### src/rtl/cnn_acc_post_pkg.sv
// Shared CNN core widths and output-range constants for the post-accumulation stage.
// CNN_POST_RELU_EN selects unsigned ReLU output; otherwise output is signed.
package cnn_acc_post_pkg;

  localparam int unsigned CO     = 16;
  localparam int unsigned ACI_BW = 22;
  localparam int unsigned B_BW   = 16;
  localparam int unsigned O_F_BW = 8;
  localparam int unsigned SHIFT  = 6;
  localparam int unsigned SUM_BW = ACI_BW + 1;

  localparam int unsigned FMAP_BW = CO * O_F_BW;

`ifdef CNN_POST_RELU_EN
  localparam logic signed [SUM_BW-1:0] OUT_MAX = SUM_BW'((1 << O_F_BW) - 1);
`else
  localparam logic signed [SUM_BW-1:0] OUT_MAX = SUM_BW'((1 << (O_F_BW - 1)) - 1);
  localparam logic signed [SUM_BW-1:0] OUT_MIN = SUM_BW'(-(1 << (O_F_BW - 1)));
`endif

  typedef logic [CO-1:0][SUM_BW-1:0] sum_vec_t;
  typedef logic [FMAP_BW-1:0]        fmap_t;

endpackage

### src/rtl/cnn_post_fifo.sv
// Show-ahead synchronous FIFO; head data reads as zero while empty.
// Depth must be a power of two. Independent of CNN_POST_RELU_EN.
module cnn_post_fifo #(
  parameter int unsigned W     = 8,
  parameter int unsigned DEPTH = 4
) (
  input  logic                     clk,
  input  logic                     clr_i,
  input  logic                     wr_en_i,
  input  logic [W-1:0]             wr_data_i,
  input  logic                     rd_en_i,
  output logic [W-1:0]             rd_data_o,
  output logic [$clog2(DEPTH):0]   count_o,
  output logic                     full_o,
  output logic                     empty_o
);

  localparam int unsigned AW = $clog2(DEPTH);
  localparam int unsigned CW = AW + 1;

  logic [W-1:0]  mem_q [DEPTH];
  logic [AW-1:0] wr_ptr_q, wr_ptr_d;
  logic [AW-1:0] rd_ptr_q, rd_ptr_d;
  logic [CW-1:0] count_q, count_d;
  logic          full_q, full_d;
  logic          empty_q, empty_d;

  // Pointers wrap naturally because DEPTH is a power of two.
  always_comb begin
    wr_ptr_d = wr_ptr_q + AW'(wr_en_i);
    rd_ptr_d = rd_ptr_q + AW'(rd_en_i);
    count_d  = count_q + CW'(wr_en_i) - CW'(rd_en_i);
    full_d   = (count_d == CW'(DEPTH));
    empty_d  = (count_d == '0);
  end

  always_ff @(posedge clk) begin
    if (clr_i) begin
      wr_ptr_q <= '0;
      rd_ptr_q <= '0;
      count_q  <= '0;
      full_q   <= 1'b0;
      empty_q  <= 1'b1;
    end else begin
      wr_ptr_q <= wr_ptr_d;
      rd_ptr_q <= rd_ptr_d;
      count_q  <= count_d;
      full_q   <= full_d;
      empty_q  <= empty_d;
    end
  end

  always_ff @(posedge clk) begin
    if (wr_en_i && !clr_i) begin
      mem_q[wr_ptr_q] <= wr_data_i;
    end
  end

  assign rd_data_o = empty_q ? '0 : mem_q[rd_ptr_q];
  assign count_o   = count_q;
  assign full_o    = full_q;
  assign empty_o   = empty_q;

endmodule

### src/rtl/cnn_acc_post.sv
// Post-accumulation stage: bias add, optional ReLU, arithmetic shift, saturate, output FIFO.
// Define CNN_POST_RELU_EN for unsigned ReLU output; default build produces signed output.
module cnn_acc_post
  import cnn_acc_post_pkg::*;
#(
  parameter int unsigned FIFO_DEPTH = 4,
  parameter int unsigned FRAME_PIX  = 256
) (
  input  logic                          clk,
  input  logic                          reset,
  input  logic                          i_soft_reset,
  input  logic [CO*ACI_BW-1:0]          i_in_ci_acc,
  input  logic [CO*B_BW-1:0]            i_in_bias,
  input  logic                          i_in_valid,
  output logic                          o_in_ready,
  output logic [CO*O_F_BW-1:0]          o_ot_fmap,
  output logic                          o_ot_valid,
  input  logic                          i_ot_ready,
  output logic                          o_frame_done,
  output logic [$clog2(FRAME_PIX)-1:0]  o_pix_cnt
);

  localparam int unsigned CW    = $clog2(FIFO_DEPTH) + 1;
  localparam int unsigned CRW   = CW + 1;
  localparam int unsigned PIX_W = $clog2(FRAME_PIX);

  logic             clr;
  logic             accept;
  logic             emit;
  logic             s1_valid_q, s1_valid_d;
  sum_vec_t         sum_q, sum_d;
  fmap_t            px_d;
  logic             fifo_wr;
  logic [CW-1:0]    fifo_count;
  logic             fifo_full;
  logic             fifo_empty;
  logic [PIX_W-1:0] pix_cnt_q, pix_cnt_d;
  logic             frame_done_q, frame_done_d;

  assign clr = reset | i_soft_reset;

  // Credits cover FIFO occupancy plus the beat in flight, so a write always finds room.
  assign o_in_ready = ({1'b0, fifo_count} + CRW'(s1_valid_q)) < CRW'(FIFO_DEPTH);
  assign accept     = i_in_valid & o_in_ready;
  assign o_ot_valid = ~fifo_empty;
  assign emit       = o_ot_valid & i_ot_ready;
  assign fifo_wr    = s1_valid_q & ~fifo_full;

  for (genvar k = 0; k < CO; k++) begin : g_ch
    logic signed [ACI_BW-1:0] acc;
    logic signed [B_BW-1:0]   bias;
    logic signed [SUM_BW-1:0] relu;
    logic signed [SUM_BW-1:0] shr;
    logic [O_F_BW-1:0]        px;

    assign acc  = i_in_ci_acc[ACI_BW*k +: ACI_BW];
    assign bias = i_in_bias[B_BW*k +: B_BW];
    assign sum_d[k] = {acc[ACI_BW-1], acc} + {{(SUM_BW-B_BW){bias[B_BW-1]}}, bias};

    always_comb begin
`ifdef CNN_POST_RELU_EN
      relu = sum_q[k][SUM_BW-1] ? '0 : $signed(sum_q[k]);
`else
      relu = $signed(sum_q[k]);
`endif
      shr = relu >>> SHIFT;
      if (shr > OUT_MAX) begin
        px = O_F_BW'(OUT_MAX);
`ifndef CNN_POST_RELU_EN
      end else if (shr < OUT_MIN) begin
        px = O_F_BW'(OUT_MIN);
`endif
      end else begin
        px = O_F_BW'(shr);
      end
    end

    assign px_d[O_F_BW*k +: O_F_BW] = px;
  end

  always_comb begin
    s1_valid_d = accept;
  end

  always_ff @(posedge clk) begin
    if (clr) begin
      s1_valid_q <= 1'b0;
    end else begin
      s1_valid_q <= s1_valid_d;
    end
  end

  always_ff @(posedge clk) begin
    if (accept) begin
      sum_q <= sum_d;
    end
  end

  // Second stage registers directly into the FIFO storage.
  cnn_post_fifo #(
    .W     (FMAP_BW),
    .DEPTH (FIFO_DEPTH)
  ) u_fifo (
    .clk       (clk),
    .clr_i     (clr),
    .wr_en_i   (fifo_wr),
    .wr_data_i (px_d),
    .rd_en_i   (emit),
    .rd_data_o (o_ot_fmap),
    .count_o   (fifo_count),
    .full_o    (fifo_full),
    .empty_o   (fifo_empty)
  );

  always_comb begin
    pix_cnt_d    = pix_cnt_q;
    frame_done_d = 1'b0;
    if (emit) begin
      if (pix_cnt_q == PIX_W'(FRAME_PIX - 1)) begin
        pix_cnt_d    = '0;
        frame_done_d = 1'b1;
      end else begin
        pix_cnt_d = pix_cnt_q + PIX_W'(1);
      end
    end
  end

  always_ff @(posedge clk) begin
    if (clr) begin
      pix_cnt_q    <= '0;
      frame_done_q <= 1'b0;
    end else begin
      pix_cnt_q    <= pix_cnt_d;
      frame_done_q <= frame_done_d;
    end
  end

  assign o_pix_cnt    = pix_cnt_q;
  assign o_frame_done = frame_done_q;

endmodule

### config.mk
export PLATFORM = sky130hd
export DESIGN_NAME = cnn_acc_post
export DESIGN_NICKNAME = d
export VERILOG_FILES = /design/src/rtl/cnn_acc_post_pkg.sv /design/src/rtl/cnn_post_fifo.sv /design/src/rtl/cnn_acc_post.sv
export SDC_FILE = /design/constraint.sdc
export NUM_CORES = 1
export LEC_CHECK = 0
export CORE_AREA = 8 8 228 395
export CTS_BUF_LIST = sky130_fd_sc_hd__clkbuf_4 sky130_fd_sc_hd__clkbuf_8 sky130_fd_sc_hd__clkbuf_16
export DETAILED_ROUTE_END_ITERATION = 10
export DIE_AREA = 0 0 236 403
export PLACE_DENSITY = 0.75
export SLEW_MARGIN = 15
export SYNTH_ARGS = -nofsm -noshare
export SYNTH_HDL_FRONTEND = slang
export SYNTH_SLANG_ARGS = --single-unit
### constraint.sdc
create_clock -name clk -period 18.22 [get_ports clk]
set_input_delay 1.822 -clock clk [delete_from_list [all_inputs] [get_ports clk]]
set_output_delay 1.822 -clock clk [all_outputs]
set_load 0.005 [all_outputs]
==> reports/qor.csv <==
metric,value,unit
status,"finished, final reports clean",
wire_per_inst,22.9,um
ys_seq_area_frac,0.570,
synth_area,41900,um2
cts_resized,0,
path_class,flop to output port,
async_flop_share,0,
grt_max_degree,139,
gp_congestion,0.943,
h-tree-depth,3,
coreArea,84700,um2
synthFlopType,edfxtp_1,
cap_violations,0,
die-area,95100,um2
drive_gt1_frac,0.0778,
grt_pass1_vias,30029,
grt_usage,0.233,
hold_violations,0,
rrSetupSlack,14460,ps
tritoncts,yes,
io-pin-count,752,
dpl.hpwl,85700,um
synth_common_cells,"edfxtp_1 (784), ha_1 (342), a21oi_1 (180)",
critPathLaunchType,flop,
num_vias,28498,
p_leak,0.0194,uW
worst-path-max-fanout,92,
fill_cells,6465,
syn_avg_cell_area,13.9,um2
numClockSinks,803,
slowest_delay,890,ps
place_area,50800,um2
setup_viol_count_final,0,
vdd_drop_max,75.0,uV
finClkSkew,23.5,ps
top_layer,met5,
grt-ovfl-total,0,
drtPass1Iterations,5,
viasPerCell,5.74,
fmax,183,MHz
cts_root_buf,clkbuf_16,
port_buffers,751,
power_density,87.1,nW/um2
cp_slowest_cell,dfxtp_4,
drv_slew,0,
cts_buffers,74,
clk_latency,660,ps
worst_slew_pin_slew,1200,ps
ys_top_cells_by_area,"edfxtp_1 (56%), ha_1 (10%), mux4_2 (6.9%)",
min_period_over_period,0.300,
hp-class,flop to flop,
drtIter0Drc,1558,
yosysMostFrequentCell,edfxtp_1,
wl_met2,58600,um
period_needed,5470,ps
synth-seq-cells,803,
cp-end-kind,output port,
die_h,403,um
fin_area,53300,um2
worstPathCellList,buf_12 > mux4_2 > and2_1 > clkdlybuf4s50_1,
fp.dieW,236,um
clk_path_buf_depth,3,
netlist_instances,3027,
rsz0062_at_grt,false,
grt_pass1_wl,171000,um
drc_errors,0,
m1WireLength,42200,um
critPathRequiredTime,16400,ps
setup_tns,0,ps
synth_fp_nets,3983,
wl_met3,8390,um
place_ws,12620,ps
antenna_left,0,
synth_edf_count,784,
holdWs,514,ps
syn2layout_area_growth,27.1,%
clkTransAtPathRegs,60,ps
initial_utilization,0.495,
synth_top_cell_area_share,0.561,
num_rows,142,
worst_slew_margin_rel,0.199,
yosys_warnings,0,
finalWorstSetupSlack,12750,ps
wl,114000,um
crit_arrival,3650,ps
fin_nets,4765,
power,4650,uW
cts_setup_buffers,0,
antenna_found_initial,32,
hold_buffers,0,
netlist-cell-type-count,74,
yosys.area.top_type,edfxtp_1,
==> area by class of cell <==
| type | count | area, um2 | area share |
|---|---|---|---|
| inverter | 51 | 194 | 0.00364 |
| sequential | 803 | 23900 | 0.449 |
| timing repair buffer | 767 | 7660 | 0.144 |
| clock buffer | 93 | 2010 | 0.0377 |
| multi-input combinational | 2112 | 17600 | 0.331 |
| antenna | 17 | 42.5 | 0.000798 |
| tap | 1080 | 1350 | 0.0253 |
| clock inverter | 41 | 502 | 0.00941 |
==> path summary, 6_finish.rpt <==
path,startpoint,endpoint,cells after the start
max,u_fifo.rd_ptr_q[0],o_ot_fmap[70],4
min,o_pix_cnt[7],o_frame_done,2
max reg2reg,u_fifo.count_o[1],g_ch[5].relu[13],6
min reg2reg,o_pix_cnt[7],o_frame_done,2
==> sequential cells by signal, summed over array words and instances, names as in the netlist <==
register         count
u_fifo.count_o       3
u_fifo.empty_o       1
s1_valid_q           1
u_fifo.rd_ptr_q      2
u_fifo.mem_q       512
g_ch.relu          272
u_fifo.wr_ptr_q      2
o_pix_cnt            8
u_fifo.full_o        1
o_frame_done         1
==> layer usage <==
layer  global-route usage  vias up
li1                     -    13444
met1                0.254    13891
met2                0.424      932
met3               0.0650      209
met4               0.0937       22
met5                    0        -
==> report_power, final <==
part           switching, uW  total (uW)  internal (uW)
sequential              45.6        2250           2200
combinational            412         809            397
clock                    693        1590            899
==> cell families (layout without fill, tap and decap cells) <==
logic type	count (synthesis)	after routing	share of synthesized area
XOR/XNOR	230	230	0.0480
multiplexers	131	131	0.0694
other	0	17	0
flip-flops	803	803	0.570
AO/OA/AOI/OAI	699	699	0.113
AND/OR/NAND/NOR	709	709	0.0870
adder cells (fa/ha/maj)	343	343	0.103
buffers and inverters	112	952	0.0101
==> metrics by stage <==
stage | utilization | cells
2_1_floorplan | - | 3027
3_3_place_gp | 0.599 | 4813
3_5_place_dp | 0.599 | 4813
4_1_cts | 0.629 | 4947
5_1_grt | 0.629 | 4953
6_report | 0.629 | 4964
==> critical path: cells and delay by family, from the launching register on <==
kind / cells / cell delay [ps]
buf+inv: 2 / 1230
mux: 1 / 600
flops: 1 / 890
simple gates: 1 / 170
==> cells in the final DEF (no fill, tap or decap), types with 18 or more instances in the layout <==
cell / instances
mux4_2: 128
nor2b_1: 38
o21bai_1: 22
xnor2_1: 140
nand2_1: 96
edfxtp_1: 784
nor4_1: 20
and3_1: 25
o21ai_0: 72
nor2_1: 171
xor2_1: 90
clkbuf_16: 75
clkbuf_4: 18
nand4_1: 40
clkdlybuf4s50_1: 751
a21oi_1: 180
o31ai_1: 25
inv_1: 50
nor3_1: 60
nand3_1: 60
nand2b_1: 23
ha_1: 342
a31oi_1: 41
and2_1: 144
a21o_1: 166
o21a_1: 75
Note: power is estimated with default switching activity, not from simulation.
